[src/rtl/cpu_pkg.sv]
// cpu_pkg: shared definitions for the control-unit sequencer.
//   - opcode constants (5-bit opcode field of the instruction register)
//   - instruction-register field positions (opcode, ra, rb, rc)
//   - sequencer state enum
//   - helpers that classify opcodes
package cpu_pkg;

  localparam logic [4:0] OP_ADD  = 5'b00011;
  localparam logic [4:0] OP_SUB  = 5'b00100;
  localparam logic [4:0] OP_AND  = 5'b00101;
  localparam logic [4:0] OP_OR   = 5'b00110;
  localparam logic [4:0] OP_SHR  = 5'b00111;
  localparam logic [4:0] OP_SHL  = 5'b01000;
  localparam logic [4:0] OP_ROR  = 5'b01001;
  localparam logic [4:0] OP_ROL  = 5'b01010;
  localparam logic [4:0] OP_MUL  = 5'b01111;
  localparam logic [4:0] OP_DIV  = 5'b10000;
  localparam logic [4:0] OP_HALT = 5'b11011;

  localparam int OPC_MSB = 31;
  localparam int OPC_LSB = 27;
  localparam int RA_MSB  = 26;
  localparam int RA_LSB  = 23;
  localparam int RB_MSB  = 22;
  localparam int RB_LSB  = 19;
  localparam int RC_MSB  = 18;
  localparam int RC_LSB  = 15;

  typedef enum logic [3:0] {
    ST_IDLE,
    ST_T0,
    ST_T1,
    ST_T2,
    ST_T3,
    ST_T4,
    ST_T5,
    ST_T6,
    ST_HALT
  } state_t;

  // Two-source ALU ops that write one GPR result.
  function automatic logic is_single_op(input logic [4:0] op);
    return op inside {OP_ADD, OP_SUB, OP_AND, OP_OR,
                      OP_SHR, OP_SHL, OP_ROR, OP_ROL};
  endfunction

  // Ops producing a HI/LO result pair.
  function automatic logic is_muldiv(input logic [4:0] op);
    return (op == OP_MUL) || (op == OP_DIV);
  endfunction

endpackage

[src/rtl/reg_select_decoder.sv]
// reg_select_decoder: 4-to-16 one-hot decoder with enable.
// Ports:
//   en     in  1   when low, onehot is all zeros
//   sel    in  4   register index
//   onehot out 16  one-hot select (bit sel set when en=1)
module reg_select_decoder (
  input  logic        en,
  input  logic [3:0]  sel,
  output logic [15:0] onehot
);

  always_comb begin
    onehot = '0;
    if (en) onehot[sel] = 1'b1;
  end

endmodule

[src/rtl/bus_sequencer.sv]
// bus_sequencer: control-unit FSM that sequences fetch (T0..T2) and
// execute (T3..T6) steps of a single-bus CPU datapath, producing register
// drive/load enables decoded from state, ir and mem_rdy.
//
// Ports:
//   clock, clear                 clock; async active-high reset
//   run                          level enable for starting instructions
//   ir[31:0]                     instruction (opcode/ra/rb/rc fields)
//   mem_rdy                      memory read data valid
//   r_out[15:0], *_out           one-hot bus drive enables
//   r_in[15:0], *_in             register load enables
//   inc_pc, read                 PC-increment select; memory read strobe
//   alu_op[4:0]                  opcode presented to the ALU in T4
//   done                         pulse on an instruction's final step
//   halted                       high while in HALT
//   state                        current FSM state (debug visibility)
//
// Handshake: mem_rdy is a valid qualifier for the read issued in T1; the
// sequencer holds T1 with read asserted until mem_rdy=1, and loads the
// MDR in that same cycle. There is no back-pressure toward memory.
//
// Build option: define SEQ_MULDIV_EN to sequence MUL/DIV through T6
// (LO then HI); otherwise MUL/DIV decode as unknown opcodes.
module bus_sequencer
  import cpu_pkg::*;
(
  input  logic        clock,
  input  logic        clear,
  input  logic        run,
  input  logic [31:0] ir,
  input  logic        mem_rdy,
  output logic [15:0] r_out,
  output logic        hi_out,
  output logic        lo_out,
  output logic        zhigh_out,
  output logic        zlow_out,
  output logic        pc_out,
  output logic        mdr_out,
  output logic [15:0] r_in,
  output logic        hi_in,
  output logic        lo_in,
  output logic        pc_in,
  output logic        ir_in,
  output logic        mar_in,
  output logic        mdr_in,
  output logic        y_in,
  output logic        z_in,
  output logic        inc_pc,
  output logic        read,
  output logic [4:0]  alu_op,
  output logic        done,
  output logic        halted,
  output state_t      state
);

  state_t     next_state;
  logic       t1_wait;      // set after a stalled T1 cycle: not the first
  logic       muldiv;
  logic [4:0] opcode;
  logic [3:0] ra, rb, rc;
  logic       rsel_out_en, rsel_in_en;
  logic [3:0] rsel_out, rsel_in;
  logic       unused_ir_bits;

  assign opcode = ir[OPC_MSB:OPC_LSB];
  assign ra     = ir[RA_MSB:RA_LSB];
  assign rb     = ir[RB_MSB:RB_LSB];
  assign rc     = ir[RC_MSB:RC_LSB];
  assign unused_ir_bits = ^ir[RC_LSB-1:0];

`ifdef SEQ_MULDIV_EN
  assign muldiv = is_muldiv(opcode);
`else
  assign muldiv = 1'b0;
`endif

  always_ff @(posedge clock or posedge clear) begin
    if (clear) begin
      state   <= ST_IDLE;
      t1_wait <= 1'b0;
    end else begin
      state   <= next_state;
      t1_wait <= (state == ST_T1) && !mem_rdy;
    end
  end

  always_comb begin
    next_state  = state;
    rsel_out_en = 1'b0;
    rsel_out    = '0;
    rsel_in_en  = 1'b0;
    rsel_in     = '0;
    hi_out      = 1'b0;
    lo_out      = 1'b0;
    zhigh_out   = 1'b0;
    zlow_out    = 1'b0;
    pc_out      = 1'b0;
    mdr_out     = 1'b0;
    hi_in       = 1'b0;
    lo_in       = 1'b0;
    pc_in       = 1'b0;
    ir_in       = 1'b0;
    mar_in      = 1'b0;
    mdr_in      = 1'b0;
    y_in        = 1'b0;
    z_in        = 1'b0;
    inc_pc      = 1'b0;
    read        = 1'b0;
    alu_op      = '0;
    done        = 1'b0;
    halted      = 1'b0;

    unique case (state)
      ST_IDLE: if (run) next_state = ST_T0;
      ST_T0: begin
        pc_out     = 1'b1;
        mar_in     = 1'b1;
        inc_pc     = 1'b1;
        z_in       = 1'b1;
        next_state = ST_T1;
      end
      ST_T1: begin
        read = 1'b1;
        // Incremented PC is written back only once, however long the stall.
        if (!t1_wait) begin
          zlow_out = 1'b1;
          pc_in    = 1'b1;
        end
        if (mem_rdy) begin
          mdr_in     = 1'b1;
          next_state = ST_T2;
        end
      end
      ST_T2: begin
        mdr_out    = 1'b1;
        ir_in      = 1'b1;
        next_state = ST_T3;
      end
      ST_T3: begin
        if (is_single_op(opcode) || muldiv) begin
          rsel_out_en = 1'b1;
          rsel_out    = muldiv ? ra : rb;
          y_in        = 1'b1;
          next_state  = ST_T4;
        end else if (opcode == OP_HALT) begin
          next_state = ST_HALT;
        end else begin
          done       = 1'b1;
          next_state = run ? ST_T0 : ST_IDLE;
        end
      end
      ST_T4: begin
        rsel_out_en = 1'b1;
        rsel_out    = muldiv ? rb : rc;
        z_in        = 1'b1;
        alu_op      = opcode;
        next_state  = ST_T5;
      end
      ST_T5: begin
        zlow_out = 1'b1;
        if (muldiv) begin
          lo_in      = 1'b1;
          next_state = ST_T6;
        end else begin
          rsel_in_en = 1'b1;
          rsel_in    = ra;
          done       = 1'b1;
          next_state = run ? ST_T0 : ST_IDLE;
        end
      end
      ST_T6: begin
        if (muldiv) begin
          zhigh_out  = 1'b1;
          hi_in      = 1'b1;
          done       = 1'b1;
          next_state = run ? ST_T0 : ST_IDLE;
        end else begin
          next_state = ST_IDLE;
        end
      end
      ST_HALT: halted = 1'b1;
      default: next_state = ST_IDLE;
    endcase
  end

  reg_select_decoder u_out_dec (
    .en     (rsel_out_en),
    .sel    (rsel_out),
    .onehot (r_out)
  );

  reg_select_decoder u_in_dec (
    .en     (rsel_in_en),
    .sel    (rsel_in),
    .onehot (r_in)
  );

endmodule

[config.mk]
export PLATFORM = sky130hd
export DESIGN_NAME = bus_sequencer
export DESIGN_NICKNAME = d
export VERILOG_FILES = /design/src/rtl/cpu_pkg.sv /design/src/rtl/reg_select_decoder.sv /design/src/rtl/bus_sequencer.sv
export SDC_FILE = /design/constraint.sdc
export NUM_CORES = 1
export LEC_CHECK = 0
export BUFFER_PORTS_ARGS = -buffer_cell sky130_fd_sc_hd__buf_4
export CORE_MARGIN = 4
export CORE_UTILIZATION = 29
export DETAILED_ROUTE_END_ITERATION = 16
export GPL_TIMING_DRIVEN = 0
export MAX_ROUTING_LAYER = met4
export PLACE_DENSITY = 0.75
export SLEW_MARGIN = 0
export SYNTH_ARGS = -nofsm -noshare
export SYNTH_HDL_FRONTEND = slang
export SYNTH_HIERARCHICAL = 1
export SYNTH_SLANG_ARGS = --single-unit
export TNS_END_PERCENT = 30
[constraint.sdc]
create_clock -name clock -period 1.9 [get_ports clock]
set_clock_uncertainty 0.1 [all_clocks]
set_input_delay 0.19 -clock clock [delete_from_list [all_inputs] [get_ports clock]]
set_output_delay 0.19 -clock clock [all_outputs]
set_load 0.01 [all_outputs]
Yosys cells after proc, flatten, opt, wreduce, memory -nomap -nowiden
Cells that the tools add are included.
- register bits after elaboration: 5
- input bits: 36
- output and inout bits: 59
- logic and storage cells: 66
- magnitude comparators: 4
- equal/unequal tests: 18
- multiplexer cells: 33
- bitwise gates (word level): 1
- reduce and logical (&&, ||, !) cells: 8
- operators by type and width (kind ; number):
    2-to-1 mux 16 bit ; 2
    one-hot mux 4 bit (8 select lines) ; 1
    2-to-1 mux 4 bit ; 6
    equality test 5 x 3 -> 1 bit, second input constant ; 4
    2-to-1 mux 1 bit ; 17
    equality test 5 x 4 -> 1 bit, second input constant ; 3
    equality test 4 x 3 -> 1 bit, second input constant ; 3
    < comparator 4 x 5 -> 1 bit, second input constant ; 2
    demux 1 bit (select 4 bit) ; 2
    equality test 4 x 2 -> 1 bit, second input constant ; 2
    greater-or-equal comparator 4 x 1 -> 1 bit, second input constant ; 2
    one-hot mux 4 bit (2 select lines) ; 1
    nonzero test 8 bit ; 1
    one-hot mux 1 bit (2 select lines) ; 3
    equality test 5 x 2 -> 1 bit, second input constant ; 1
    equality test 5 bit, second input constant ; 1
    2-to-1 mux 5 bit ; 1
    equality test 4 x 1 -> 1 bit, second input constant ; 1
    equality test 4 bit, second input constant ; 1
    logical NOT 4 bit ; 1
    != test 2 bit, second input constant ; 2
    logical AND 1 bit ; 3
    AND reduction 3 bit ; 1
    OR reduction 2 bit ; 1
    other kinds (2) ; 2

Logic depth before layout (Yosys ltp)
Gate-level depths: netlist of the first run.
- depth in word-level cells: 9
- depth in mapped cells: 7
- depth with buffers taken out: 6

Modules after synthesis
Netlist of the first run, hierarchy kept.
- by module, submodules not included (module ; times used ; cells each ; area an instance (µm²) ; sequential area each (µm²)):
    bus_sequencer ; 1 ; 68 ; 549.3 ; 125.1
    reg_select_decoder at u_in_dec ; 1 ; 23 ; 120.1 ; 0.0
    reg_select_decoder at u_out_dec ; 1 ; 23 ; 117.6 ; 0.0

Least setup slack after synthesis of the first run
Ideal clock, no wire load.
- path kind: reg-to-output
- start point: reg state[2]
- end point: out r_out[0]
- arrival time: 1956 ps
- data required time: 1610 ps
- slack: -346 ps
- cell stages (with the launch flop): 7
- path buffers: 1
- cells stage by stage: dfrtp_1 clkbuf_2 or2b_1 nor4_4 or2_2 or3b_4 nor3_2
- elaborated cells between the ends (all ways): 10
- those cells by class: order compare: 2; eq/ne: 2; mux: 5; reduce/logical: 1
- RTL lines (what ; RTL line ; RTL):
    from (decl) ; bus_sequencer.sv:53 ; output state_t state
    from (signal assigned) ; bus_sequencer.sv:82 ; state <= next_state;
    equality test 4 x 3 -> 1 bit ; bus_sequencer.sv:113 ; unique case (state)
    one-hot mux 1 bit (2 select lines) (*) ; bus_sequencer.sv:113 ;
    net rsel_out_en ; bus_sequencer.sv:61 ; logic rsel_out_en, rsel_in_en;
    2-to-1 mux 16 bit (*) ; reg_select_decoder.sv:14 ; if (en) onehot[sel] = 1'b1;
    to (decl) ; bus_sequencer.sv:32 ; output logic [15:0] r_out,
The timed path passes the listed nets; every way through them passes the cells marked *.

Worst setup path in the final report of the first run
- start point: reg state[1]
- end point: out r_out[0]
The elaborated chain is that of the path after synthesis.

==> parameters.txt, run 1 <==
Parameter                              Value

Timing
  Actual slew at the worst max-slew pin    0.527 ns
  Setup repair after global routing missed its margin    true
  Highest Clock Rate    412 MHz
  Fraction of the cycle the final worst path needs    1.28
  Min Tclk post-route    roughly 2.4 ns
  Number of endpoints with negative hold slack in the final report    0
  Final Slew Violations    0
  Worst rel slew slack    0.640
  Final setup margin    -0.527 ns
  Number of setup violations in the final report    34

Placement
  Port bufs    between 70 and 80
  Routability-driven placement congestion ratio    roughly 0.83
  Instance area at placement    approximately 1400 µm²
  Dpl ws    -0.455 ns
  Final HPWL DP    roughly 2300 µm

Floorplan
  Total die area    3610 µm²
  Height of the chip    60.1 µm
  Rows    18
  Total I/O pin count    95
  Core Box Area    2520 µm²
  Width of the die    roughly 60 µm
  Initial core utilization    0.312

Synthesis
  Number of enable-type register cells in the synthesized netlist    0
  Top-area cell type share of the netlist area    0.159
  Fraction of synthesis flops using an asynchronous set or reset pin    1.00
  Top FF cell, synth    dfrtp_1
  Ys Warns    6
  Post-synth top area cell    dfrtp_1
  Mean instance size in the synthesized netlist    around 6.9 µm²
  Gate count after technology mapping    between 100 and 150
  Most frequent cell after synthesis    nor2_1
  Largest cells by area after synthesis    dfrtp_1 16%, nor2_1 14%, buf_4 9.5%
  Flops & latches, synth    5
  Synth top cells by count    29 x nor2_1, 10 x buf_4, 9 x and2_1, 8 x nor3_1, 6 x nand2b_1
  Distinct cell type count after synthesis    35
  Sequential element share of the synthesized area    0.159
  Post-synthesis cell area    787 µm²

Worst setup path
  Worst-path maximum fanout    5
  Data required time at the worst endpoint    roughly 1.6 ns
  Startpoint type of the worst setup path    flip-flop
  Arrival @ worst endpoint    2.14 ns
  WS Path Type    reg2out
  Number of cells traversed by the worst register-to-register path    7
  Flop2flop setup slack    ~0.060 ns
  Worst setup EP type    output pin

Global routing
  Via count of the first global-routing pass    approximately 1100
  First-pass GRT wire length    ~4600 µm
  Largest net degree at the start of global routing    11
  Number of antenna violations at the first check in global routing    0
  Residual overflow from global routing    0
  Total routing resource utilization after global routing    0.168

Clock tree
  Buffer type at the clock tree root    clkbuf_4
  Number of buffers created by CTS    3
  Total number of H-tree levels    1
  Clock network latency to the later pin of the worst-skew pair    about 0.25 ns
  Clock slew seen by the registers of the worst setup and hold paths    ~0.05 ns
  TritonCTS Sinks    5
  Maximum buffer depth of the clock tree    2
  CTS tree    yes

Run status
  Run status    finished with violations
  Violations in the final reports    negative setup slack

Drt
  Number of remaining DRC errors    0
  Residual antenna-violating net count after detailed routing    0
  Post-Route WL    3410 µm
  Post-detailed-route via-to-cell ratio    approximately 4.9
  Routed len/inst    between 10 and 15 µm
  Via count    1200
  Violation count after the first detailed-route iteration    33
  First-pass detailed-route iteration total    4

Pwr
  PD cells    786 nW/µm²
  Highest ir drop seen on vdd    ~600 µV
  Leakage power    0.925 nW

Min path
  Depth of the worst hold-timing path    2
  Worst min-delay path class    in2reg

Layout
  Post-route cell area    between 1500 and 2000 µm²
  Final #Nets    roughly 250
  Layout Area Growth over Synthesis    129%
  Total inserted antenna cells    0
  Fraction of layout instances using a drive strength above 1    0.721

Run
  Number of max-cap violations    0
[where the power goes]
part	leakage (nW)	internal (W)	switching [W]
registers	0.0609	0.000145	0.0000343
clock network	0.0150	0.0000798	0.0000497
logic	0.849	0.000602	0.000504
[flip-flops by register name, summed over array words and instances (netlist names)]
name	count
state	4
t1_wait	1
[cells in the final DEF, fill, tap and decap left out, types with 2 or more instances in the layout]
cell type / netlist / layout
and2_4: 0 / 4
buf_4: 10 / 94
nand2_1: 4 / 2
nor3_1: 8 / 3
nand2b_2: 0 / 2
or3b_1: 2 / 2
and2_1: 9 / 5
nand2b_4: 0 / 3
nand3_4: 0 / 2
clkbuf_4: 0 / 3
dfrtp_2: 0 / 3
nor2_2: 1 / 10
a22o_4: 0 / 4
nand3b_1: 4 / 4
dfrtp_1: 5 / 2
a2111oi_0: 2 / 2
conb_1: 1 / 5
a21oi_1: 2 / 2
buf_6: 0 / 8
inv_1: 4 / 3
nor2_1: 29 / 19
nor3_2: 2 / 6
or3b_4: 2 / 2
[layer usage]
metal  global-route usage  routed length, µm  part of all wire  vias up
li1                     -                  -                 -      582
met1                0.194               1240              0.36      544
met2                0.299               1790              0.52       67
met3               0.0367                351              0.10        7
met4               0.0285                 34             0.010        0
met5                    -                  0                 0        -
[cells by family after synthesis]
kind of cell    count (synthesis)  share of synthesized area
mux                             1                     0.0127
buf+inv                        15                      0.121
flops                           5                      0.159
other cells                     1                    0.00476
compound gates                 11                      0.118
simple gates                   81                      0.585
[worst paths after layout]
path | from | to
worst max-delay path | state[1]$_DFFE_PP0P_ | r_out[0]
worst min-delay path | mem_rdy | t1_wait$_DFF_PP0_
worst max register to register | state[1]$_DFFE_PP0P_ | state[0]$_DFFE_PP0P_
worst min register to register | state[0]$_DFFE_PP0P_ | state[3]$_DFFE_PP0P_
max in group asynchronous | clear | state[3]$_DFFE_PP0P_
min in group asynchronous | clear | state[1]$_DFFE_PP0P_
[what timing repair did]
action                                  4_1_cts  5_1_grt
resized for setup                            28       24
pin swaps                                    13       18
endpoints found under the hold margin         5        0
endpoints found under the setup margin       36       44
setup buffers                                 9       11
hold buffers                                  1        0
[critical path: stages, from the launching register on]
cell     delay [ns]
dfrtp_1        0.39
buf_6          0.13
buf_6          0.12
nor4_4         0.33
or2_4          0.17
or3b_4         0.42
nor3_4         0.20
buf_6          0.12
[stage by stage]
step           power (W)  instances  hold slack (ns)   util  TNS, ns
3_5_place_dp    0.000960        222          0.00101  0.565    -9.53
4_1_cts          0.00126        236          0.00689  0.657   -16.28
5_1_grt          0.00150        245          0.00225  0.714   -16.18
6_report         0.00142        245           0.0138  0.714   -13.05
3_3_place_gp    0.000947        222          0.00269  0.565    -8.15
2_1_floorplan   0.000628        118           -0.131      -    -4.41
[cell type report]
type                    instances  area [µm²]
repair buffers                 95         754
well taps                      30        37.5
inverters                       4        15.0
multi-input cells              98         767
flip-flops and latches          5         129
clock buffers                   4        26.3
plain buffers                   9        71.3
fillers                       199         722
(Power assumes the default switching activity.)
==> run 2, diff against run 1 <==
Settings changed: BUFFER_PORTS_ARGS -buffer_cell sky130_fd_sc_hd__buf_4 to -buffer_cell sky130_fd_sc_hd__buf_2, CORE_ASPECT_RATIO set to 1.5.
==> run 2 against run 1 <==
Effect of this change: combinational power is 16% lower; power is 12% lower; worst setup slack worse by 0.043 ns; first-iteration DRC count is 100% higher; flip-flop and latch count stayed put; final cell count is 2.9% higher; cell area is 11% lower; count of clock-buffer cells in the layout stayed put; sequential share of layout area is 0.83 points higher; the flow still finishes with violations (negative setup slack).
==> parameters.txt, run 2 (synthesis gave the netlist of run 1 again) <==
Parameter                              Value

Layout
  Fraction of layout instances using a drive strength above 1    0.676 (-0.0450)
  Final #Nets    253 (+0.40%)
  Layout fillers    267 (+34%)
  Non-filler instance count after layout    252 (+2.9%)
  Largest registers    state (4), t1_wait (1)
  Total inserted antenna cells    0 (unchanged)
  Biggest register    state
  Top library cells by usage in the layout, fill and taps aside    70 x buf_2, 24 x nor2_1, 24 x buf_4
  Number of flip-flops in the largest register    4 (unchanged)
  Layout Area Growth over Synthesis    103%
  Most common cell after layout, fill and taps aside    buf_2

Timing
  Setup repair after global routing missed its margin    true
  Number of endpoints with negative hold slack in the final report    0 (unchanged)
  Fraction of the cycle the final worst path needs    1.30 (+0.0226)
  Min Tclk post-route    2.47 ns (+0.0430 ns)
  Final Slew Violations    0 (unchanged)
  Highest Clock Rate    405 MHz (-1.7%)
  Min Hold Slack    0.0273 ns (+0.0135 ns)
  Number of setup violations in the final report    36 (+5.9%)
  Final setup margin    -0.570 ns (-0.0430 ns)

Worst setup path
  Arrival @ worst endpoint    2.18 ns (+0.04 ns)
  R2R Path End    state[0]$_DFFE_PP0P_
  Worst setup EP type    output pin
  Critical path's largest stage delay    0.45 ns (+0.03 ns)
  Worst-path maximum fanout    5 (unchanged)
  Crit. Startpoint    state[2]$_DFFE_PP0P_
  R2r startpoint    state[2]$_DFFE_PP0P_
  Startpoint type of the worst setup path    flip-flop
  WS Path Type    reg2out
  Cells traversed along the worst timing path    clkbuf_8 > or2b_4 > nor4_4 > buf_6 > a22o_4 > or3b_4 > nor3_2 > buf_2
  Slowest cell on the critical path    or3b_4
  Data required time at the worst endpoint    1.61 ns (about the same)
  Kind of cell adding the most delay to the critical path    simple AND/OR/NAND/NOR gates
  Flop2flop setup slack    0.36 ns (+0.30 ns)
  Number of buffer and inverter stages on the critical path    3 (unchanged)
  Number of cells traversed by the worst register-to-register path    6 (-1)

Floorplan
  Total I/O pin count    95 (unchanged)
  Core Box Area    2530 µm² (+0.40%)
  Height of the chip    71.8 µm (+19%)
  Total die area    3630 µm² (+0.47%)
  Initial core utilization    0.311 (-0.00123)
  Width of the die    50.5 µm (-16%)
  Rows    22 (+4)

Run status
  Run status    finished with violations
  Violations in the final reports    negative setup slack

Global routing
  First-pass GRT wire length    4640 µm (+0.15%)
  Number of antenna violations at the first check in global routing    0 (unchanged)
  Most congested layer reported by global routing    met2
  Largest net degree at the start of global routing    11 (unchanged)
  Met3 demand-to-capacity share in global routing    0.0374 (+0.000705)
  Total routing resource utilization after global routing    0.162 (-0.00563)
  Met1 usage in global routing    0.176 (-0.0171)
  Via count of the first global-routing pass    1009 (-8.1%)
  Residual overflow from global routing    0 (unchanged)
  Met2 capacity usage during global routing    0.282 (-0.0174)

Clock tree
  TritonCTS Sinks    5 (unchanged)
  Clock slew seen by the registers of the worst setup and hold paths    0.05 ns (about the same)
  Maximum buffer depth of the clock tree    2 (unchanged)
  Total number of H-tree levels    1 (unchanged)
  Buffer type at the clock tree root    clkbuf_4
  CTS tree    yes
  Number of buffers created by CTS    3 (unchanged)
  Clock network latency to the later pin of the worst-skew pair    0.25 ns (about the same)

Drt
  Number of remaining DRC errors    0 (unchanged)
  Post-Route WL    3280 µm (-3.9%)
  Post-detailed-route via-to-cell ratio    4.70 (-4.1%)
  Residual antenna-violating net count after detailed routing    0 (unchanged)
  Via count    1184 (-1.3%)
  Routed len/inst    13.0 µm (-6.6%)
  Violation count after the first detailed-route iteration    66 (+100%)
  First-pass detailed-route iteration total    4 (unchanged)

Pwr
  Highest ir drop seen on vdd    646 µV (+7.8%)
  Switching share of power    0.436 (+0.0201)
  Power share of the sequential group    0.151 (+0.024)
  Leakage power    0.894 nW (-3.3%)
  Combinational share of power    0.744 (-0.038)
  Internal power    0.000705 W (-15%)
  PD cells    782 nW/µm² (-0.54%)
  Net switching power of the design    0.000544 W (-7.5%)
  Clock power frac    0.105 (+0.014)

Min path
  Worst min-delay path class    in2reg
  Source of the worst hold timing path    mem_rdy
  Depth of the worst hold-timing path    2 (unchanged)
  Terminating pin of the worst hold path    t1_wait$_DFF_PP0_

Placement
  Routability-driven placement congestion ratio    0.783 (-5.2%)
  Placed instance count    228 (+2.7%)
  Port bufs    74 (unchanged)
  Final HPWL DP    2150 µm (-8.3%)

Run
  Number of max-cap violations    0 (unchanged)
-- run 2: cell count changes in the layout (fill, tap and decap cells not counted), sizes merged --
cell,change
clkbuf,+1
-- run 2: area by class of cell --
type / instances / area (µm²) / share of cell area
Inverter: 4 / 15.0 / 0.00940
Sequential cell: 5 / 128 / 0.0799
Tap cell: 36 / 45.0 / 0.0282
Clock buffer: 4 / 26.3 / 0.0164
Buffer: 10 / 85.1 / 0.0532
Timing Repair Buffer: 95 / 571 / 0.357
Multi-Input combinational cell: 98 / 728 / 0.456
-- run 2: how the worst max path moves through the flow --
stage	cells after the start	end	slack, ns
CTS	7	r_out[0]	-0.59
detailed placement	7	r_out[0]	-0.47
global route	8	r_out[0]	-0.64
floorplan	6	r_out[0]	-0.34
global placement	7	r_out[0]	-0.46
finish	8	r_out[0]	-0.57
-- run 2: power groups by stage --
stage	sequential, W	combinational (W)	clock, W
2_1_floorplan	0.000188	0.000440	0
3_3_place_gp	0.000179	0.000668	0
3_5_place_dp	0.000180	0.000674	0
4_1_cts	0.000185	0.000783	0.000133
5_1_grt	0.000194	0.00100	0.000138
6_report	0.000189	0.000929	0.000132
-- run 2: metal layers --
layer  vias to the layer above  share of wire
met3                         7          0.076
met1                       539           0.36
met5                         -              0
met4                         0          0.017
li1                        581              -
met2                        57           0.55
-- run 2: repair_timing --
action | 4_1_cts | 5_1_grt
setup endpoints to repair | 36 | 43
setup buffers | 12 | 8
endpoints found under the hold margin | 5 | 0
gates resized for setup | 15 | 25
pin swaps | 14 | 13
hold buffers | 1 | 0
-- run 2: through the flow --
step                      worst slack, ns   util  setup TNS (ns)  total power [W]  cell area, µm²
final                              -0.570  0.631          -13.83          0.00125            1600
after global routing               -0.642  0.631          -17.13          0.00134            1600
after CTS                          -0.587  0.574          -15.54          0.00110            1450
after detailed placement           -0.467  0.493           -8.76         0.000854            1250
after global placement             -0.462  0.493           -8.43         0.000848            1250
after floorplan                    -0.342      -           -4.41         0.000628             832
==> run 3, diff against run 2 <==
Settings changed: CORE_ASPECT_RATIO 1.5 to unset, CORE_MARGIN 4 to unset, RECOVER_POWER set to 25.
==> run 3 against run 2 <==
Effect of this change: the flow still finishes with violations (negative setup slack); cell area is 4.0% higher; global-route usage is 2.6 points higher; non-clock buffer count is 3 higher; routed wire length is 0.58% lower; worst setup slack better by 0.059 ns; core utilization is 2.8 points higher; die area is 19% lower; first-iteration DRC count is 64% lower; power is 3.5% higher; fmax is 2.4% higher; flip-flop and latch count stayed put; sequential power hardly changed; critical endpoint is now r_out[4].
==> parameters.txt, run 3 (synthesis gave the netlist of run 1 again) <==
Parameter                              Value

Timing
  Final Slew Violations    0 (unchanged)
  Worst rel slew slack    0.634
  Sum of negative setup slack    -11.81 ns (+2.02 ns)
  Actual slew at the worst max-slew pin    0.536 ns
  Final setup margin    -0.511 ns (+0.0585 ns)
  Number of setup violations in the final report    35 (-2.8%)
  Setup repair after global routing missed its margin    true
  Min Tclk post-route    2.41 ns (-0.0585 ns)
  Fraction of the cycle the final worst path needs    1.27 (-0.0308)
  Highest Clock Rate    415 MHz (+2.4%)
  Number of endpoints with negative hold slack in the final report    0 (unchanged)

Worst setup path
  Worst-path maximum fanout    5 (unchanged)
  Slowest cell on the critical path    dfrtp_1
  Arrival @ worst endpoint    2.12 ns (-0.06 ns)
  Startpoint type of the worst setup path    flip-flop
  Crit. Startpoint    state[2]$_DFFE_PP0P_
  Data required time at the worst endpoint    1.61 ns (about the same)
  Cells traversed along the worst timing path    or2b_4 > nor4_4 > buf_6 > a22o_4 > nand3b_1 > nor3_2 > buf_2
  R2r startpoint    state[1]$_DFFE_PP0P_
  Critical path's largest stage delay    0.41 ns (-0.04 ns)
  WS Path Type    reg2out
  Worst setup EP type    output pin
  Number of cells traversed by the worst register-to-register path    5 (-1)

Layout
  Top library cells by usage in the layout, fill and taps aside    70 x buf_2, 27 x buf_4, 22 x nor2_1
  Layout fillers    218 (-18%)
  Biggest register    state
  Most common cell after layout, fill and taps aside    buf_2
  Non-filler instance count after layout    249 (-1.2%)
  Final core utilization    0.659 (+0.0278)
  Final #Nets    256 (+1.2%)
  Number of flip-flops in the largest register    4 (unchanged)
  Layout Area Growth over Synthesis    111%
  Largest registers    state (4), t1_wait (1)
  Fraction of layout instances using a drive strength above 1    0.703 (+0.0273)
  Total inserted antenna cells    0 (unchanged)

Pwr
  Leakage power    0.929 nW (+3.9%)
  PD cells    778 nW/µm² (-0.49%)
  Final Total Pwr    0.00129 W (+3.5%)
  Highest ir drop seen on vdd    595 µV (-7.8%)

Clock tree
  Clock network latency to the later pin of the worst-skew pair    0.26 ns (about the same)
  Clock slew seen by the registers of the worst setup and hold paths    0.05 ns (about the same)
  CTS tree    yes
  TritonCTS Sinks    5 (unchanged)
  Maximum buffer depth of the clock tree    2 (unchanged)
  Buffer type at the clock tree root    clkbuf_4
  Total number of H-tree levels    1 (unchanged)
  Number of buffers created by CTS    3 (unchanged)

Placement
  Dpl ws    -0.410 ns (+0.0569 ns)
  Routability-driven placement congestion ratio    0.760 (-2.9%)
  Placed instance count    222 (-2.6%)
  Final HPWL DP    1900 µm (-12%)
  Port bufs    74 (unchanged)

Global routing
  Number of antenna violations at the first check in global routing    0 (unchanged)
  Residual overflow from global routing    0 (unchanged)
  Via count of the first global-routing pass    868 (-14%)
  Largest net degree at the start of global routing    11 (unchanged)
  Total routing resource utilization after global routing    0.189 (+0.0262)
  First-pass GRT wire length    3870 µm (-17%)

Drt
  First-pass detailed-route iteration total    4 (unchanged)
  Sum of routed wire segments on met1    1230 µm (+5.4%)
  Number of remaining DRC errors    0 (unchanged)
  Via count    1208 (+2.0%)
  Met3 wire length    276 µm (+11%)
  Violation count after the first detailed-route iteration    24 (-64%)
  Wire length on met2    1720 µm (-4.7%)
  Post-detailed-route via-to-cell ratio    4.85 (+3.3%)
  Post-Route WL    3260 µm (-0.58%)
  Residual antenna-violating net count after detailed routing    0 (unchanged)
  Routed len/inst    13.1 µm (+0.62%)
  Topmost layer with routed signal wires    met4

Floorplan
  Width of the die    54.1 µm (+7.0%)
  Height of the chip    54.1 µm (-25%)
  Total die area    2930 µm² (-19%)
  Rows    18 (-18%)
  Initial core utilization    0.312 (+0.00123)
  Total I/O pin count    95 (unchanged)
  Core Box Area    2520 µm² (-0.40%)

Min path
  Worst min-delay path class    in2reg
  Depth of the worst hold-timing path    2 (unchanged)
  Source of the worst hold timing path    mem_rdy

Run
  Number of max-cap violations    0 (unchanged)

Run status
  Violations in the final reports    negative setup slack
  Run status    finished with violations
run 3: cell count changes in the layout (fill, tap and decap cells not counted), moves of 2 or more:
cell / before / now
nand2b_1: 4 / 1
and2_2: 3 / 1
nand2b_4: 2 / 5
buf_4: 24 / 27
nor2_1: 24 / 22
run 3: metrics by stage:
stage | hold WS [ns] | cell area [µm²]
finish | 0.0336 | 1660
global route | 0.0420 | 1660
CTS | 0.0261 | 1460
detailed placement | -0.00772 | 1240
global placement | -0.00768 | 1240
floorplan | -0.131 | 832
run 3: timing repair:
| item | 4_1_cts | 5_1_grt |
|---|---|---|
| hold buffers | 1 | 0 |
| endpoints found under the hold margin | 5 | 0 |
| resized for setup | 24 | 27 |
| pin swaps | 16 | 16 |
| setup buffers | 11 | 14 |
| setup endpoints to repair | 36 | 38 |
run 3: cell type report:
cell class / count / area, µm² / area share
buffer: 8 / 60.1 / 0.0361
clock buffer: 4 / 26.3 / 0.0158
inverter: 4 / 15.0 / 0.00904
multi-input combinational: 98 / 767 / 0.462
sequential: 5 / 128 / 0.0768
tap: 30 / 37.5 / 0.0226
timing repair buffer: 100 / 628 / 0.378
run 3: where the power goes:
part	total, W	switching, W	internal [W]
clock	0.000136	0.0000561	0.0000802
combinational	0.000968	0.000474	0.000494
sequential	0.000189	0.0000450	0.000144
total	0.00129	0.000575	0.000717
run 3: critical path, delay by kind of cell, from the launching register on:
family | cells | cell delay (ns)
flip-flops | 1 | 0.41
AO/OA/AOI/OAI | 1 | 0.15
buffers and inverters | 2 | 0.35
AND/OR/NAND/NOR | 4 | 0.96
run 3: path summary, 6_finish.rpt:
kind,to,slack (ns)
hold reg to reg,state[1]$_DFFE_PP0P_,0.52
max in group asynchronous,state[3]$_DFFE_PP0P_,1.20
setup / recovery,r_out[4],-0.51
hold / removal,t1_wait$_DFF_PP0_,0.03
min in group asynchronous,state[1]$_DFFE_PP0P_,0.30
setup reg to reg,state[0]$_DFFE_PP0P_,0.21
run 3: metal layers:
layer / up-vias / GRT usage
met5: - / -
met4: 0 / 0.0598
met3: 4 / 0.0508
met2: 61 / 0.331
met1: 555 / 0.205
li1: 588 / -
